### src/rtl/wb_pkg.sv
// Shared writeback definitions: data-source codes, trap CSR addresses and
// the commit-stage state encoding.
package wb_pkg;

    localparam logic [2:0] SRC_ALU  = 3'd0;
    localparam logic [2:0] SRC_MEM  = 3'd1;
    localparam logic [2:0] SRC_SNPC = 3'd2;
    localparam logic [2:0] SRC_CSR  = 3'd3;
    localparam logic [2:0] SRC_CMP  = 3'd4;
    localparam logic [2:0] SRC_NONE = 3'd5;

    localparam logic [11:0] CSR_MEPC   = 12'h341;
    localparam logic [11:0] CSR_MCAUSE = 12'h342;

    typedef enum logic {
        IDLE   = 1'b0,
        ECALL2 = 1'b1
    } state_t;

    // Codes 5..7 all mean "no register-file write".
    function automatic logic src_writes_rf(input logic [2:0] src);
        return (src <= SRC_CMP);
    endfunction

endpackage

### src/rtl/wb_mux.sv
// Combinational writeback data select for the commit stage.
module wb_mux
    import wb_pkg::*;
(
    input  logic [2:0]  rdregsrc,
    input  logic [31:0] alu_result,
    input  logic [31:0] mdata,
    input  logic [31:0] snpc,
    input  logic [31:0] csr_old,
    input  logic        cmp_result,
    output logic [31:0] wdata,
    output logic        rf_write,
    output logic        csr_write
);

    always_comb begin
        wdata     = 32'd0;
        rf_write  = src_writes_rf(rdregsrc);
        csr_write = (rdregsrc == SRC_CSR);
        case (rdregsrc)
            SRC_ALU:  wdata = alu_result;
            SRC_MEM:  wdata = mdata;
            SRC_SNPC: wdata = snpc;
            SRC_CSR:  wdata = csr_old;
            SRC_CMP:  wdata = {31'd0, cmp_result};
            default:  wdata = 32'd0;
        endcase
    end

endmodule

### src/rtl/wstage_commit.sv
// Writeback/commit stage: retires one bundle per cycle, splitting ecall into
// an mepc write followed by an mcause write plus trap redirect.
module wstage_commit
    import wb_pkg::*;
#(
    parameter logic [31:0] ECALL_CAUSE = 32'd11
) (
    input  logic        clk,
    input  logic        rst,
    input  logic        s_valid,
    output logic        s_ready,
    input  logic [2:0]  rdregsrcW,
    input  logic [31:0] mdataW,
    input  logic [31:0] ALU_resultW,
    input  logic [31:0] snpcW,
    input  logic [31:0] pcW,
    input  logic [31:0] dnpcW,
    input  logic        cmp_resultW,
    input  logic        ecallW,
    input  logic [31:0] csrW,
    input  logic [11:0] csraddrW,
    input  logic [4:0]  rdW,
    input  logic [31:0] mtvec,
    output logic        rf_we,
    output logic [4:0]  rf_waddr,
    output logic [31:0] rf_wdata,
    output logic        csr_we,
    output logic [11:0] csr_waddr,
    output logic [31:0] csr_wdata,
    output logic        pc_we,
    output logic [31:0] pc_next,
    output logic        commit,
    output logic [31:0] commit_pc
);

    state_t      state;
    logic [31:0] saved_pc;
    logic [31:0] mux_wdata;
    logic        mux_rf_write;
    logic        mux_csr_write;

    assign s_ready = (state == IDLE);

    wb_mux u_wb_mux (
        .rdregsrc   (rdregsrcW),
        .alu_result (ALU_resultW),
        .mdata      (mdataW),
        .snpc       (snpcW),
        .csr_old    (csrW),
        .cmp_result (cmp_resultW),
        .wdata      (mux_wdata),
        .rf_write   (mux_rf_write),
        .csr_write  (mux_csr_write)
    );

    always_ff @(posedge clk or posedge rst) begin
        if (rst) begin
            state     <= IDLE;
            saved_pc  <= 32'd0;
            rf_we     <= 1'b0;
            rf_waddr  <= 5'd0;
            rf_wdata  <= 32'd0;
            csr_we    <= 1'b0;
            csr_waddr <= 12'd0;
            csr_wdata <= 32'd0;
            pc_we     <= 1'b0;
            pc_next   <= 32'd0;
            commit    <= 1'b0;
            commit_pc <= 32'd0;
        end else begin
            // Every output is a one-cycle pulse; default back to zero.
            rf_we     <= 1'b0;
            rf_waddr  <= 5'd0;
            rf_wdata  <= 32'd0;
            csr_we    <= 1'b0;
            csr_waddr <= 12'd0;
            csr_wdata <= 32'd0;
            pc_we     <= 1'b0;
            pc_next   <= 32'd0;
            commit    <= 1'b0;
            commit_pc <= 32'd0;
            case (state)
                IDLE: begin
                    if (s_valid) begin
                        if (ecallW) begin
                            csr_we    <= 1'b1;
                            csr_waddr <= CSR_MEPC;
                            csr_wdata <= pcW;
                            saved_pc  <= pcW;
                            state     <= ECALL2;
                        end else begin
                            rf_we     <= mux_rf_write && (rdW != 5'd0);
                            rf_waddr  <= rdW;
                            rf_wdata  <= mux_wdata;
                            if (mux_csr_write) begin
                                csr_we    <= 1'b1;
                                csr_waddr <= csraddrW;
                                csr_wdata <= ALU_resultW;
                            end
                            pc_we     <= 1'b1;
                            pc_next   <= dnpcW;
                            commit    <= 1'b1;
                            commit_pc <= pcW;
                        end
                    end
                end
                ECALL2: begin
                    csr_we    <= 1'b1;
                    csr_waddr <= CSR_MCAUSE;
                    csr_wdata <= ECALL_CAUSE;
                    pc_we     <= 1'b1;
                    pc_next   <= mtvec;
                    commit    <= 1'b1;
                    commit_pc <= saved_pc;
                    state     <= IDLE;
                end
            endcase
        end
    end

endmodule

### config.mk
export PLATFORM = sky130hd
export DESIGN_NAME = wstage_commit
export DESIGN_NICKNAME = d
export VERILOG_FILES = /design/src/rtl/wb_pkg.sv /design/src/rtl/wb_mux.sv /design/src/rtl/wstage_commit.sv
export SDC_FILE = /design/constraint.sdc
export NUM_CORES = 1
export LEC_CHECK = 0
export ABC_AREA = 1
export CAP_MARGIN = 10
export CORE_AREA = 3 3 156 158
export DETAILED_ROUTE_END_ITERATION = 10
export DIE_AREA = 0 0 159 161
export GPL_TIMING_DRIVEN = 0
export PLACE_DENSITY = 0.75
export SLEW_MARGIN = 20
export SYNTH_ARGS = -nofsm -noshare
export SYNTH_HDL_FRONTEND = slang
export SYNTH_SLANG_ARGS = --single-unit
### constraint.sdc
create_clock -name clk -period 9.1 [get_ports clk]
set_clock_uncertainty 0.15 [all_clocks]
set_input_delay 2.275 -clock clk [delete_from_list [all_inputs] [get_ports clk]]
set_output_delay 2.275 -clock clk [all_outputs]
set_load 0.01 [all_outputs]
## After elaboration in Yosys (flattened, before gate mapping)

Cells that the tools add are included.

- Bits in registers: 181
- Output and inout port bits: 150
- Word-level logic and storage cells: 55

- Order comparisons: 1
- Eq/ne operators: 4
- Multiplexer cells: 34
- Bitwise logic cells: 1
- Reductions and logical operators: 4

Operators by type and width:

| cell | number |
|---|---|
| 2-to-1 mux 32 bit | 10 |
| case mux 32 bit (2 select lines) | 3 |
| case mux 32 bit (5 select lines) | 1 |
| 2-to-1 mux 12 bit | 3 |
| case mux 12 bit (2 select lines) | 1 |
| 2-to-1 mux 5 bit | 3 |
| 2-to-1 mux 1 bit | 10 |
| == test 3 x 2 -> 1 bit, second input constant | 2 |
| case mux 1 bit (2 select lines) | 3 |
| nonzero test 5 bit | 1 |
| == test 3 x 1 -> 1 bit, second input constant | 1 |
| == test 3 bit, second input constant | 1 |
| <= comparator 3 bit, second input constant | 1 |
| logical NOT 3 bit | 1 |
| AND reduction 3 bit | 1 |
| logical AND 1 bit | 1 |
| NOT 1 bit | 1 |

## Depth between registers and ports, before layout

- Depth after elaboration: 5
- Mapped depth: 9
- Depth with buffers taken out: 7

## By module

Synthesis repeated with hierarchy kept, for this count alone.

- Cell total of the unflattened synthesis: 906
- Area, all modules: 7722.4 um^2

Modules (own cells, without submodules):

| module | times used | cells an instance | area an instance (um^2) | sequential area each (um^2) |
|---|---|---|---|---|
| wstage_commit | 1 | 705 | 6693.9 | 4529.3 |
| wb_mux | 1 | 201 | 1028.5 | 0.0 |

## Worst setup path after synthesis

No wires, ideal clock.

- Kind: register to output
- From: register state
- To: output port s_ready
- Arrival: 982 ps
- Required time: 6675 ps
- Setup slack: 5693 ps
- Stages on the path, launching flop included: 5
- Buffers on the path: 3
- Cell sequence: dfrtp_1 -> buf_2 -> inv_2 -> buf_2 -> buf_2

- Cells in the longest elaborated chain, start to end: 1

RTL lines:

| element | RTL line | RTL |
|---|---|---|
| from (decl) | wstage_commit.sv:36 | `state_t state;` |
| from (signal assigned) | wstage_commit.sv:58 | `state <= IDLE;` |
| from (signal assigned) | wstage_commit.sv:90 | `state <= ECALL2;` |
| from (signal assigned) | wstage_commit.sv:115 | `state <= IDLE;` |
| NOT 1 bit | - |  |
| to (decl) | wstage_commit.sv:11 | `output logic s_ready,` |

Every way passes these cells.

## Worst setup path in the final report

Ends and elaborated chain as after synthesis.

==> out/metrics.cfg <==
[routing]
drt_iter0_markers=422
ant_nets=0
firstDrtPassIters=5
drc_errors=0
avgViaCountPerCell=4.56
wirelength_mm=29.2
wl_per_cell_um=18.0
vias=7381

[finish]
nFillCells=2180
areaGrowthSynthToFinish_pct=66.2
drive_gt1_share_pct=6.47
nets=1534

[timing]
slew_viol_final=0
rsz0062_at_grt=false
holdWs_ps=341
period_share_pct=51.5
period_needed_ps=4680
max_slew.worst_pin.slew_ps=783
finalHoldViolations=0
max_clock_freq_ghz=0.214
fin_ws_ps=4420
finalSetupViolations=0
max_slew_margin_pct=47.8

[die]
core-area_um2=23300
die_area_um2=25600
pin_count=399
initial_core_util_pct=32.1
rows=56
fp.dieH_um=161
die_x_um=159

[clock_network]
clkTransAtPathRegs_ps=70
clock-sinks=181
postCtsSetupBuffers=0
htreeDepth=4
numCtsBuffers=17
clk_latency_ps=420
cts_tree=built
root_buffer=clkbuf_16
ctsResizeCount=0
hold_buffers=0
cts_buffer_depth=2

[global_route]
track_usage_pct=22.3
grt_pass1_vias=7524
overflow=0
grt_max_degree=101
antenna_found_initial=1
grt_pass1_wl_mm=43.8

[setup_path]
start_kind=flop
path_cells=buf_2 > inv_2 > buf_2 > buf_2 > clkdlybuf4s50_1
worstSetupPathType=reg2out
cp_slowest_stage_delay_ps=580
worstPathMaxFanout=10
cp.required_ps=6680
end_kind=output port
path_common_cell=buf_2
cpMaxStageDelayCell=clkdlybuf4s50_1
crit_buf_inv=5
crit_family=buffers and inverters
cp.arrival_ps=2260

[placed_design]
place_ws_ps=4690
port_buffers=395
detailed_place_hpwl_mm=22.4
gp_congestion=0.855

[synthesis]
synth_seq_cells=181
ys_top_cells_by_area=dfrtp_1 (61%), nand2_1 (15%), o21ai_0 (5.9%)
synth.distinct_cells=21
synth_top_area_cell=dfrtp_1
ys.flop_type=dfrtp_1
synth_commonest_cells=nand2_1 (292), dfrtp_1 (181), o21ai_0 (88), nor2_1 (82), inv_1 (71)
synth_cells=870
synth_async_sr_flop_share_pct=100
synth_area_per_cell_um2=8.59
seq_area_frac_synth_pct=60.6
synth_edf_count=0
syn_nets=1119
syn_area_um2=7470
yosysTopAreaCellShare_pct=60.6
yosysMostFrequentCell=nand2_1
ys_warn_count=0

[power_and_ir_drop]
power_density_nw_per_um2=156
leakagePower_nw=5.88
irDropWorstVdd_v=0.0000974

[outcome]
status=completed

[worst_hold_path]
hold_path.class=reg2reg

[job]
cap_violations=0

stage by stage:
step / util [%] / setup TNS [ps] / instances / total power, W / cell area [µm²]
after floorplan: - / 0 / 870 / 0.00101 / 7470
after global placement: 50.8 / -132050 / 1584 / 0.00124 / 11800
after detailed placement: 51.0 / 0 / 1585 / 0.00125 / 11900
after CTS: 53.4 / 0 / 1617 / 0.00196 / 12400
after global routing: 53.4 / 0 / 1618 / 0.00202 / 12400
final: 53.4 / 0 / 1618 / 0.00194 / 12400
final timing paths:
check,slack [ps],cells past startpoint,from,endpoint
max in group asynchronous,5720,3,rst,rf_wdata[3]
max,4420,5,state,s_ready
min,340,2,saved_pc[3],saved_pc[3]
min reg2reg,340,2,saved_pc[3],saved_pc[3]
min in group asynchronous,2220,2,rst,rf_wdata[30]
max reg2reg,7260,4,state,commit_pc[30]
power breakdown:
| group | switching, W | leakage, nW | total (W) | internal, W |
|---|---|---|---|---|
| clock | 0.000347 | 0.263 | 0.000709 | 0.000361 |
| combinational | 0.000166 | 3.23 | 0.000357 | 0.000191 |
| sequential | 0.0000167 | 2.39 | 0.000877 | 0.000861 |
worst register-to-register path, stage by stage (launching register included):
cell and delay (ps):
dfrtp_1 350, buf_2 170, inv_2 160, clkbuf_1 620
o21ai_0 230
cells by family after synthesis:
family	share of synthesized area, %
and+or+nand+nor	24.8
DFF	60.6
buffers and inverters	7.42
AOI/OAI and AO/OA	7.13
layer usage:
metal	part of all wire [%]	track usage [%]	up-vias	wire length, µm
li1	-	-	3538	-
met1	42	28.4	3520	12400
met2	49	37.8	292	14300
met3	6.5	5.49	31	1900
met4	2.2	6.73	0	633
met5	0	0	-	0
final cells by class:
type,count,area [µm²],area share (%)
multi-input combinational,560,2390,19.2
antenna,1,2.50,0.0202
clock inverter,13,121,0.978
inverter,77,297,2.39
clock buffer,19,433,3.49
buffer,52,265,2.14
timing repair buffer,396,3980,32.1
tap,319,399,3.21
sequential,181,4530,36.5
layout by cell type, fill, tap and decap left out, types with 5 or more instances in the layout:
cell,count
buf_4,6
o21ai_1,10
clkbuf_16,17
nand4_1,5
nand3_1,68
nor2_1,82
o21ai_0,88
dfrtp_1,181
nand2_1,292
buf_2,32
inv_2,6
clkbuf_1,14
inv_1,70
clkdlybuf4s50_1,395
registers in the layout, indices dropped and copies added (netlist names):
signal	cells
csr_waddr	12
csr_wdata	32
state	1
rf_we	1
csr_we	1
rf_wdata	32
commit_pc	32
saved_pc	32
rf_waddr	5
commit	1
pc_next	32
Note: power is estimated with default switching activity, not from simulation.
